`src/rtl/audio_info_frame_parser_if.sv`:
```
// rtl/audio_info_frame_parser_if.sv - packet byte stream bundle into the audio InfoFrame parser
interface audio_info_frame_parser_if;
   logic [7:0] byte_in;
   logic       byte_valid;
   logic       packet_start;

   modport master (
      output byte_in,
      output byte_valid,
      output packet_start
   );

   modport slave (
      input byte_in,
      input byte_valid,
      input packet_start
   );
endinterface

```
`src/rtl/audio_info_frame_parser.sv`:
```
// rtl/audio_info_frame_parser.sv - HDMI Audio InfoFrame receive parser (optional macro AUDIO_INFO_FRAME_RESERVED_CHECK_EN)
module audio_info_frame_parser #(
   parameter int MAX_BYTE_GAP = 63
) (
   input  logic                      clk_pixel,
   input  logic                      reset,
   audio_info_frame_parser_if.slave  in_if,
   output logic                      frame_valid,
   output logic                      frame_error,
   output logic [3:0]                error_code,
   output logic                      fields_present,
   output logic [3:0]                audio_coding_type,
   output logic [2:0]                audio_channel_count,
   output logic [2:0]                sampling_frequency,
   output logic [1:0]                sample_size,
   output logic [7:0]                channel_allocation,
   output logic                      down_mix_inhibited,
   output logic [3:0]                level_shift_value,
   output logic [1:0]                lfe_playback_level
);

   localparam int GAP_W = (MAX_BYTE_GAP > 1) ? $clog2(MAX_BYTE_GAP + 1) : 1;

   // Byte positions in the 31-byte packet stream
   localparam logic [4:0] IDX_HB1 = 5'd1;
   localparam logic [4:0] IDX_HB2 = 5'd2;
   localparam logic [4:0] IDX_PB1 = 5'd4;
   localparam logic [4:0] IDX_PB2 = 5'd5;
   localparam logic [4:0] IDX_PB4 = 5'd7;
   localparam logic [4:0] IDX_PB5 = 5'd8;
   localparam logic [4:0] IDX_PB27 = 5'd30;

   localparam logic [3:0] ERR_HEADER = 4'b0001;
   localparam logic [3:0] ERR_ABORT  = 4'b0100;

   typedef enum logic [1:0] {
      ST_IDLE,
      ST_HEADER,
      ST_BODY
   } state_t;

   state_t           state_q, state_d;
   logic [4:0]       idx_q, idx_d;
   logic [7:0]       sum_q, sum_d;
   logic             hdr_ok_q, hdr_ok_d;
   logic [GAP_W-1:0] gap_q, gap_d;
   logic [GAP_W-1:0] gap_inc;

   // Staging copies of only the field bits that reach the outputs
   logic [6:0]       stg_pb1_q, stg_pb1_d;   // {coding_type, channel_count}
   logic [4:0]       stg_pb2_q, stg_pb2_d;   // {sampling_frequency, sample_size}
   logic [7:0]       stg_pb4_q, stg_pb4_d;
   logic [6:0]       stg_pb5_q, stg_pb5_d;   // {dm_inh, lsv, lfe}

   logic             frame_valid_q, frame_valid_d;
   logic             frame_error_q, frame_error_d;
   logic [3:0]       error_code_q, error_code_d;
   logic             fields_present_q, fields_present_d;
   logic [3:0]       coding_type_q, coding_type_d;
   logic [2:0]       channel_count_q, channel_count_d;
   logic [2:0]       sampling_freq_q, sampling_freq_d;
   logic [1:0]       sample_size_q, sample_size_d;
   logic [7:0]       channel_alloc_q, channel_alloc_d;
   logic             dm_inh_q, dm_inh_d;
   logic [3:0]       lsv_q, lsv_d;
   logic [1:0]       lfe_q, lfe_d;

   logic [7:0]       sum_next;
   logic             start_hit;
   logic             rsv_now;

   assign sum_next  = sum_q + in_if.byte_in;
   assign start_hit = in_if.byte_valid & in_if.packet_start;
   assign gap_inc   = gap_q + 1'b1;

`ifdef AUDIO_INFO_FRAME_RESERVED_CHECK_EN
   logic rsv_q, rsv_d, rsv_hit;

   // Flags nonzero content in reserved bit positions of the current body byte
   always_comb begin
      rsv_hit = 1'b0;
      case (idx_q)
         5'd4:    rsv_hit = in_if.byte_in[3];
         5'd5:    rsv_hit = |in_if.byte_in[7:5];
         5'd6:    rsv_hit = |in_if.byte_in;
         5'd8:    rsv_hit = in_if.byte_in[2];
         default: rsv_hit = (idx_q >= 5'd9) && (|in_if.byte_in);
      endcase
   end

   assign rsv_now = rsv_q | rsv_hit;
`else
   assign rsv_now = 1'b0;
`endif

   // Next-state logic: packet walk, header/checksum validation, field staging and commit
   always_comb begin
      state_d          = state_q;
      idx_d            = idx_q;
      sum_d            = sum_q;
      hdr_ok_d         = hdr_ok_q;
      gap_d            = gap_q;
      stg_pb1_d        = stg_pb1_q;
      stg_pb2_d        = stg_pb2_q;
      stg_pb4_d        = stg_pb4_q;
      stg_pb5_d        = stg_pb5_q;
      frame_valid_d    = 1'b0;
      frame_error_d    = 1'b0;
      error_code_d     = 4'b0000;
      fields_present_d = fields_present_q;
      coding_type_d    = coding_type_q;
      channel_count_d  = channel_count_q;
      sampling_freq_d  = sampling_freq_q;
      sample_size_d    = sample_size_q;
      channel_alloc_d  = channel_alloc_q;
      dm_inh_d         = dm_inh_q;
      lsv_d            = lsv_q;
      lfe_d            = lfe_q;
`ifdef AUDIO_INFO_FRAME_RESERVED_CHECK_EN
      rsv_d            = rsv_q;
`endif

      if (start_hit) begin
         // A new packet start always wins; an in-flight frame is reported as aborted
         if (state_q != ST_IDLE) begin
            frame_error_d = 1'b1;
            error_code_d  = ERR_ABORT;
         end
         state_d  = ST_HEADER;
         idx_d    = 5'd1;
         sum_d    = in_if.byte_in;
         hdr_ok_d = (in_if.byte_in == 8'h84);
         gap_d    = '0;
`ifdef AUDIO_INFO_FRAME_RESERVED_CHECK_EN
         rsv_d    = 1'b0;
`endif
      end else if (state_q != ST_IDLE) begin
         if (in_if.byte_valid) begin
            gap_d = '0;
            sum_d = sum_next;
            idx_d = idx_q + 5'd1;
            if (state_q == ST_HEADER) begin
               if (idx_q == IDX_HB1) begin
                  hdr_ok_d = hdr_ok_q & (in_if.byte_in == 8'h01);
               end else if (idx_q == IDX_HB2) begin
                  if (hdr_ok_q && (in_if.byte_in == 8'h0A)) begin
                     state_d = ST_BODY;
                  end else begin
                     state_d       = ST_IDLE;
                     frame_error_d = 1'b1;
                     error_code_d  = ERR_HEADER;
                  end
               end
            end else begin
`ifdef AUDIO_INFO_FRAME_RESERVED_CHECK_EN
               rsv_d = rsv_now;
`endif
               case (idx_q)
                  IDX_PB1: stg_pb1_d = {in_if.byte_in[7:4], in_if.byte_in[2:0]};
                  IDX_PB2: stg_pb2_d = in_if.byte_in[4:0];
                  IDX_PB4: stg_pb4_d = in_if.byte_in;
                  IDX_PB5: stg_pb5_d = {in_if.byte_in[7:3], in_if.byte_in[1:0]};
                  default: ;
               endcase
               if (idx_q == IDX_PB27) begin
                  state_d = ST_IDLE;
                  if (rsv_now || (sum_next != 8'h00)) begin
                     frame_error_d = 1'b1;
                     error_code_d  = {rsv_now, 1'b0, (sum_next != 8'h00), 1'b0};
                  end else begin
                     frame_valid_d    = 1'b1;
                     fields_present_d = 1'b1;
                     coding_type_d    = stg_pb1_q[6:3];
                     channel_count_d  = stg_pb1_q[2:0];
                     sampling_freq_d  = stg_pb2_q[4:2];
                     sample_size_d    = stg_pb2_q[1:0];
                     channel_alloc_d  = stg_pb4_q;
                     dm_inh_d         = stg_pb5_q[6];
                     lsv_d            = stg_pb5_q[5:2];
                     lfe_d            = stg_pb5_q[1:0];
                  end
               end
            end
         end else if (MAX_BYTE_GAP != 0) begin
            // Idle cycle inside a packet: abort once the gap budget is used up
            if (gap_inc == GAP_W'(MAX_BYTE_GAP)) begin
               state_d       = ST_IDLE;
               gap_d         = '0;
               frame_error_d = 1'b1;
               error_code_d  = ERR_ABORT;
            end else begin
               gap_d = gap_inc;
            end
         end
      end
   end

   // State and output registers
   always_ff @(posedge clk_pixel or posedge reset) begin
      if (reset) begin
         state_q          <= ST_IDLE;
         idx_q            <= 5'd0;
         sum_q            <= 8'h00;
         hdr_ok_q         <= 1'b0;
         gap_q            <= '0;
         stg_pb1_q        <= 7'h00;
         stg_pb2_q        <= 5'h00;
         stg_pb4_q        <= 8'h00;
         stg_pb5_q        <= 7'h00;
         frame_valid_q    <= 1'b0;
         frame_error_q    <= 1'b0;
         error_code_q     <= 4'b0000;
         fields_present_q <= 1'b0;
         coding_type_q    <= 4'h0;
         channel_count_q  <= 3'd0;
         sampling_freq_q  <= 3'd0;
         sample_size_q    <= 2'd0;
         channel_alloc_q  <= 8'h00;
         dm_inh_q         <= 1'b0;
         lsv_q            <= 4'h0;
         lfe_q            <= 2'd0;
`ifdef AUDIO_INFO_FRAME_RESERVED_CHECK_EN
         rsv_q            <= 1'b0;
`endif
      end else begin
         state_q          <= state_d;
         idx_q            <= idx_d;
         sum_q            <= sum_d;
         hdr_ok_q         <= hdr_ok_d;
         gap_q            <= gap_d;
         stg_pb1_q        <= stg_pb1_d;
         stg_pb2_q        <= stg_pb2_d;
         stg_pb4_q        <= stg_pb4_d;
         stg_pb5_q        <= stg_pb5_d;
         frame_valid_q    <= frame_valid_d;
         frame_error_q    <= frame_error_d;
         error_code_q     <= error_code_d;
         fields_present_q <= fields_present_d;
         coding_type_q    <= coding_type_d;
         channel_count_q  <= channel_count_d;
         sampling_freq_q  <= sampling_freq_d;
         sample_size_q    <= sample_size_d;
         channel_alloc_q  <= channel_alloc_d;
         dm_inh_q         <= dm_inh_d;
         lsv_q            <= lsv_d;
         lfe_q            <= lfe_d;
`ifdef AUDIO_INFO_FRAME_RESERVED_CHECK_EN
         rsv_q            <= rsv_d;
`endif
      end
   end

   assign frame_valid         = frame_valid_q;
   assign frame_error         = frame_error_q;
   assign error_code          = error_code_q;
   assign fields_present      = fields_present_q;
   assign audio_coding_type   = coding_type_q;
   assign audio_channel_count = channel_count_q;
   assign sampling_frequency  = sampling_freq_q;
   assign sample_size         = sample_size_q;
   assign channel_allocation  = channel_alloc_q;
   assign down_mix_inhibited  = dm_inh_q;
   assign level_shift_value   = lsv_q;
   assign lfe_playback_level  = lfe_q;

endmodule

```
`src/flat_wrapper.sv`:
```
// flat-port wrapper written by rule: the top's interface ports become plain ports
module audio_info_frame_parser_flat 
#(
   parameter int MAX_BYTE_GAP = 63
)
  (clk_pixel, reset, frame_valid, frame_error, error_code, fields_present, audio_coding_type, audio_channel_count, sampling_frequency, sample_size, channel_allocation, down_mix_inhibited, level_shift_value, lfe_playback_level, in_if_byte_in, in_if_byte_valid, in_if_packet_start);
  audio_info_frame_parser_if in_if_i ();
  input  logic clk_pixel;
  input  logic reset;
  output logic frame_valid;
  output logic frame_error;
  output logic [3:0] error_code;
  output logic fields_present;
  output logic [3:0] audio_coding_type;
  output logic [2:0] audio_channel_count;
  output logic [2:0] sampling_frequency;
  output logic [1:0] sample_size;
  output logic [7:0] channel_allocation;
  output logic down_mix_inhibited;
  output logic [3:0] level_shift_value;
  output logic [1:0] lfe_playback_level;
  input wire logic [$bits(in_if_i.byte_in)-1:0] in_if_byte_in;
  input wire logic [$bits(in_if_i.byte_valid)-1:0] in_if_byte_valid;
  input wire logic [$bits(in_if_i.packet_start)-1:0] in_if_packet_start;
  assign in_if_i.byte_in = in_if_byte_in;
  assign in_if_i.byte_valid = in_if_byte_valid;
  assign in_if_i.packet_start = in_if_packet_start;
  audio_info_frame_parser #(.MAX_BYTE_GAP(MAX_BYTE_GAP)) u_core (.clk_pixel(clk_pixel), .reset(reset), .in_if(in_if_i), .frame_valid(frame_valid), .frame_error(frame_error), .error_code(error_code), .fields_present(fields_present), .audio_coding_type(audio_coding_type), .audio_channel_count(audio_channel_count), .sampling_frequency(sampling_frequency), .sample_size(sample_size), .channel_allocation(channel_allocation), .down_mix_inhibited(down_mix_inhibited), .level_shift_value(level_shift_value), .lfe_playback_level(lfe_playback_level));
endmodule
```
`config.mk`:
```
export PLATFORM = sky130hd
export DESIGN_NAME = audio_info_frame_parser_flat
export DESIGN_NICKNAME = d
export VERILOG_FILES = /design/src/rtl/audio_info_frame_parser_if.sv /design/src/rtl/audio_info_frame_parser.sv /design/src/flat_wrapper.sv
export SDC_FILE = /design/constraint.sdc
export NUM_CORES = 1
export LEC_CHECK = 0
export ABC_AREA = 0
export CAP_MARGIN = 20
export CORE_MARGIN = 2
export CORE_UTILIZATION = 35
export CTS_BUF_LIST = sky130_fd_sc_hd__clkbuf_4
export DETAILED_ROUTE_END_ITERATION = 6
export PLACE_DENSITY_LB_ADDON = 0.2
export SLEW_MARGIN = 40
export SYNTH_ARGS = -nofsm -noshare
export SYNTH_HDL_FRONTEND = slang
export SYNTH_SLANG_ARGS = --single-unit
```
`constraint.sdc`:
```
create_clock -name clk_pixel -period 3.6 [get_ports clk_pixel]
set_clock_uncertainty 0.2 [all_clocks]
set_input_delay 0.72 -clock clk_pixel [delete_from_list [all_inputs] [get_ports clk_pixel]]
set_output_delay 0.72 -clock clk_pixel [all_outputs]
set_load 0.03 [all_outputs]
```
== Word-level counts from Yosys, hierarchy flattened ==
Cells that the tools add are included.

* Muxes and demuxes: 52
* Bitwise logic cells: 5
* Reduce and logical (&&, ||, !) cells: 16
* Equality and inequality tests: 15
* Add/sub/neg operators: 3

{| class="wikitable"
|+ Operators by type and width
! cell !! number
|-
| $mux 4 || 7
|-
| $reduce_and 5->1 || 5
|-
| $mux 6 || 4
|-
| $mux 8 || 3
|-
| $mux 1 || 23
|-
| $mux 2 || 10
|-
| $eq 5x3->1 const B || 3
|-
| $mux 5 || 3
|-
| $reduce_bool 2->1 || 5
|-
| $add 8x8->8 || 1
|-
| $eq 8x1->1 const B || 1
|-
| $eq 8x4->1 const B || 1
|-
| $eq 8x8->1 const B || 1
|-
| $ne 4x3->1 const B || 2
|-
| $reduce_bool 8->1 || 1
|-
| $add 6x1->6 const B || 1
|-
| $eq 6x6->1 const B || 1
|-
| $mux 3 || 2
|-
| $reduce_and 6->1 || 1
|-
| $add 5x1->5 const B || 1
|-
| $eq 5x1->1 const B || 1
|-
| $eq 5x2->1 const B || 1
|-
| $eq 5x4->1 const B || 1
|-
| $eq 5x5->1 const B || 1
|-
| 8 further kinds || 11
|}

* Output and inout port bits: 34
* Word-level logic and storage cells: 112
* Bits in registers: 83

== Depth between registers and ports, before layout ==
* Word-level depth: 9
* Mapped depth: 10

== Worst setup path before layout ==
OpenSTA, ideal clock, no wires.

* Path type: input to register
* From: input in_if_byte_in[0]
* To: register u_core.channel_count_q[0] (netlist: u_core.audio_channel_count[0])
* Slack: -97 ps
* Data required time: 3275 ps
* Cell stages on the path: 10
* Arrival time: 3372 ps
* Cell sequence: ha_1 > fa_1 > a211oi_1 > o21ba_2 > o221ai_1 > or4_4 > or4_4 > buf_6 > buf_6 > mux2_4

* Word-level cells in the longest chain between the ends: 4

{| class="wikitable"
|+ RTL lines
! item !! RTL line !! text
|-
| start: declaration || flat_wrapper.sv:22 || <nowiki>input wire logic [$bits(in_if_i.byte_in)-1:0] in_if_byte_in;</nowiki>
|-
| $add 8x8->8 || audio_info_frame_parser.sv:72 || <nowiki>assign sum_next = sum_q + in_if.byte_in;</nowiki>
|-
| $reduce_bool 8->1 || audio_info_frame_parser.sv:167 || <nowiki>if (rsv_now || (sum_next != 8'h00)) begin</nowiki>
|-
| $not 1->1 (no line) || -- ||
|-
| $reduce_and 6->1 (no line) || -- ||
|-
| end signal: assignment || audio_info_frame_parser.sv:240 || <nowiki>channel_count_q <= channel_count_d;</nowiki>
|-
| end: declaration || audio_info_frame_parser.sv:60 || <nowiki>logic [2:0] channel_count_q, channel_count_d;</nowiki>
|}

Every way passes these cells.
A chain may end at the register's enable or synchronous reset.

== Worst setup path in the final report ==
* From: input in_if_byte_in[2]
* To: register u_core.channel_alloc_q[5] (netlist: u_core.channel_allocation[5])

* Word-level cells in the longest chain between the ends: 4

{| class="wikitable"
|+ RTL lines
! item !! RTL line !! text
|-
| $add 8x8->8 || audio_info_frame_parser.sv:72 ||
|-
| $reduce_bool 8->1 || audio_info_frame_parser.sv:167 ||
|-
| $not 1->1 (no line) || -- ||
|-
| $reduce_and 6->1 (no line) || -- ||
|-
| end signal: assignment || audio_info_frame_parser.sv:243 || <nowiki>channel_alloc_q <= channel_alloc_d;</nowiki>
|-
| end: declaration || audio_info_frame_parser.sv:63 || <nowiki>logic [7:0] channel_alloc_q, channel_alloc_d;</nowiki>
|}

Every way passes these cells.

==> summary.txt <==
Timing
  – Hold violation count in the final report: 0
  – Total negative slack for setup checks: 0 ns
  – Setup repair after global routing missed its margin: no
  – Worst Slack Setup Final: 0.06095 ns
  – Final clock period utilization by the worst path: 0.9831
  – Final min period: roughly 3.5 ns
  – Hold slack final: 0.2947 ns
  – Final-report max-slew violation count: 0
  – Upper clock frequency limit: 0.2826 GHz
  – Max transition margin: 0.6156
  – Transition time at the pin with the least slew margin: between 0.5 and 0.6 ns
  – Number of setup violations in the final report: 0

Route
  – Drt wl/cell: 14.97 µm
  – Remaining DRCs: 0
  – Total vias in the final route: 2559
  – Overall routed net length: 7875 µm
  – DRT antenna net count: 0
  – Number of DRC markers in iteration 0: roughly 120
  – Post-DR vias/cell: 4.865
  – First-pass detailed-route iteration total: 6

Synthesis
  – Synth warnings: 0
  – Number of nets produced by synthesis: approximately 330
  – Top area cells in the synthesized netlist: sky130_fd_sc_hd__dfrtp_1, sky130_fd_sc_hd__mux2_2, sky130_fd_sc_hd__ha_1
  – Cells after Synth: 306
  – Mean cell area of the mapped netlist: roughly 12 µm²
  – Yosys top cell area share: 0.5432
  – Number of synthesized flops with an enable pin: 0
  – Top flip-flop cell by instance count after synthesis: sky130_fd_sc_hd__dfrtp_1
  – Cell type with the largest total area after synthesis: sky130_fd_sc_hd__dfrtp_1
  – Count of unique library cells instantiated by Yosys: 46
  – Post-synthesis instance area: 3777 µm²
  – Flip-flop and latch count after synthesis: 82
  – Post-synthesis sequential area ratio: 0.5432
  – Proportion of synthesized flip-flops having asynchronous set or reset: 1.000

Placement
  – Quantity of I/O buffers inserted on ports: 44
  – Final weighted congestion in routability-driven placement: 0.7745
  – Area after detailed placement: ~4600 µm²
  – Pre-CTS setup slack: -0.4529 ns
  – Final HPWL from detailed placement: 5770 µm
  – DP Cell Count: a little over 500

GRT
  – Pin count of the biggest net entering global routing: between 80 and 90
  – First-pass GRT wire length: about 13000 µm
  – Total Routing Usage GR: 0.1452
  – Antenna violations before repair: 0
  – Overflow after GRT: 0
  – Via count of the first global-routing pass: 2461

Clock network
  – Bufs on Longest Clock Path: 2
  – CTS tree: yes
  – CTS Hold Bufs: 0
  – CTS clk-pin slew, worst paths: approximately 0.14 ns
  – Post-CTS setup buffer count: 0
  – Max H-tree Level: 3
  – Clock insertion delay at the later pin of the skew report: 0.42 ns
  – Number of clock buffers inserted by TritonCTS: 9
  – CTS-repair resized insts: 0
  – Clk root buf: sky130_fd_sc_hd__clkbuf_4
  – Sink Count: 82

Critical path
  – Slowest CP cell: sky130_fd_sc_hd__clkdlybuf4s50_1
  – Peak fanout along the critical path: 10
  – Delay of the slowest cell on the worst path: 0.53 ns
  – CP Class: in2reg
  – Worst path arrival time: approximately 3.7 ns
  – Startpoint types: input port
  – Data required time of the critical path: 3.72 ns
  – Crit-path most repeated cell: sky130_fd_sc_hd__or4_4
  – Crit. End Element: register
  – Critical Path, Cell by Cell: clkdlybuf4s50_1 > ha_1 > nor2_1 > buf_4 > nor3b_1 > o221ai_1 > or4_4 > or4_4 > buf_12 > mux2_4

Power and ir drop
  – Share of power burned in combinational logic: 0.303
  – Static Leakage: 2.319 nW
  – Ratio of total power to cell area: 458.7 nW/µm²
  – Worst vdd rail ir drop: 0.0001877 V
  – Reported net switching power: 0.7212 mW
  – Seq pwr share: 0.473
  – P_int: roughly 1.5 mW
  – Switch share: 0.3291
  – Clk network pwr share: 0.224
  – Overall Power: 2.192 mW

Floorplanning
  – Core Rows: 37
  – Ports placed on the boundary: between 40 and 50
  – Placeable core area: 10420 µm²
  – Starting Density: 0.3626
  – Die outline width: 107.9 µm
  – Floorplan die area: 11640 µm²
  – Die Y: 107.9 µm

Layout
  – Utilization after layout: 0.4587
  – Post-layout instance area: 4778 µm²
  – Top library cells by usage in the layout, fill and taps aside: sky130_fd_sc_hd__dfrtp_1, sky130_fd_sc_hd__mux2_2, sky130_fd_sc_hd__clkdlybuf4s50_1, sky130_fd_sc_hd__nand2_1, sky130_fd_sc_hd__buf_4
  – Most common library cell in the layout ignoring fill and taps: sky130_fd_sc_hd__dfrtp_1
  – Number of antenna repair diodes: 0
  – Nets: 411
  – Fraction of layout instances using a drive strength above 1: 0.2949
  – Layout-stage area growth over the synthesis result: 26.50%
  – Layout Cells excl Fill: roughly 530

Worst hold path
  – Path class of the lowest-slack min-delay path: reg2reg

Job
  – Max Cap Viol: 0

Status
  – Status: completed
[metal layers]
metal	GRT usage	vias up	part of all wire
li1	-	1257	-
met1	0.1975	1256	0.48
met2	0.2332	40	0.48
met3	0.02966	6	0.027
met4	0.04396	0	0.0088
met5	0	-	0
[Yosys cell counts (3+ instances only)]
library cell and count:
sky130_fd_sc_hd__dfrtp_1 82, sky130_fd_sc_hd__mux2_2 47, sky130_fd_sc_hd__nand2_1 32, sky130_fd_sc_hd__o21ai_0 17, sky130_fd_sc_hd__nor2_1 16, sky130_fd_sc_hd__ha_1 13, sky130_fd_sc_hd__nor3_1 10, sky130_fd_sc_hd__mux2_4 8
sky130_fd_sc_hd__xor2_1 7, sky130_fd_sc_hd__a21oi_1 6, sky130_fd_sc_hd__inv_1 6, sky130_fd_sc_hd__mux2i_1 5, sky130_fd_sc_hd__clkbuf_1 4, sky130_fd_sc_hd__nand2b_1 4, sky130_fd_sc_hd__nand4_1 4, sky130_fd_sc_hd__o31ai_1 4
sky130_fd_sc_hd__nand3_1 3, sky130_fd_sc_hd__o41ai_1 3
[sequential cells by signal, summed over array words and instances, names as in the netlist]
register                    cells
u_core.level_shift_value        4
u_core.down_mix_inhibited       1
u_core.frame_valid              1
u_core.stg_pb2_q                5
u_core.hdr_ok_q                 1
u_core.stg_pb1_q                7
u_core.lfe_playback_level       2
u_core.gap_q                    6
u_core.sample_size              2
u_core.sampling_frequency       3
u_core.error_code               3
u_core.frame_error              1
u_core.audio_coding_type        4
u_core.stg_pb4_q                8
u_core.channel_allocation       8
u_core.sum_q                    8
u_core.audio_channel_count      3
u_core.state_q                  2
u_core.stg_pb5_q                7
u_core.fields_present           1
u_core.idx_q                    5
[worst max-delay path: cells and delay by family]
family / cells / cell delay (ns)
compound gates: 1 / 0.18
fa+ha+maj: 1 / 0.26
buf+inv: 3 / 0.86
mux: 1 / 0.30
simple gates: 4 / 1.35
[kinds of logic (layout without fill, tap and decap cells)]
logic type,after synthesis,in the layout,synth area share
flip-flops,82,82,0.5432
adder cells (fa/ha/maj),14,14,0.04836
other,1,1,0.0009928
buffers and inverters,14,98,0.01921
AO/OA/AOI/OAI,44,44,0.07751
multiplexers,60,60,0.1852
XOR/XNOR,9,9,0.02087
AND/OR/NAND/NOR,82,82,0.1047
[cell type report]
class / instances / area, µm²
Clock inverter: 6 / 48.80
Tap cell: 136 / 170.2
Clock buffer: 10 / 75.07
Timing Repair Buffer: 76 / 720.7
Sequential cell: 82 / 2052
Multi-Input combinational cell: 210 / 1688
Fill cell: 993 / 5638
Inverter: 6 / 23.77
[power by group through the flow]
stage / logic (mW) / clock network (mW) / registers [mW]
2_1_floorplan: 0.364 / 0 / 1.04
3_3_place_gp: 0.624 / 0 / 1.05
3_5_place_dp: 0.630 / 0 / 1.05
4_1_cts: 0.635 / 0.511 / 1.04
5_1_grt: 0.739 / 0.558 / 1.04
6_report: 0.664 / 0.492 / 1.04
[path summary, 6_finish.rpt]
path                                                                   to  cells past startpoint  slack, ns                               from
worst min register to register          u_core.fields_present$_DFFE_PP0P_                      1       0.29  u_core.fields_present$_DFFE_PP0P_
max in group asynchronous                     u_core.sum_q[6]$_DFFE_PP0P_                      3       2.37                              reset
min in group asynchronous       u_core.audio_channel_count[1]$_DFFE_PP0P_                      3       0.49                              reset
worst min-delay path                    u_core.fields_present$_DFFE_PP0P_                      1       0.29  u_core.fields_present$_DFFE_PP0P_
worst max register to register   u_core.channel_allocation[5]$_DFFE_PP0P_                      9       0.37        u_core.sum_q[1]$_DFFE_PP0P_
worst max-delay path             u_core.channel_allocation[5]$_DFFE_PP0P_                     10       0.06                   in_if_byte_in[2]
(Power assumes the default switching activity.)
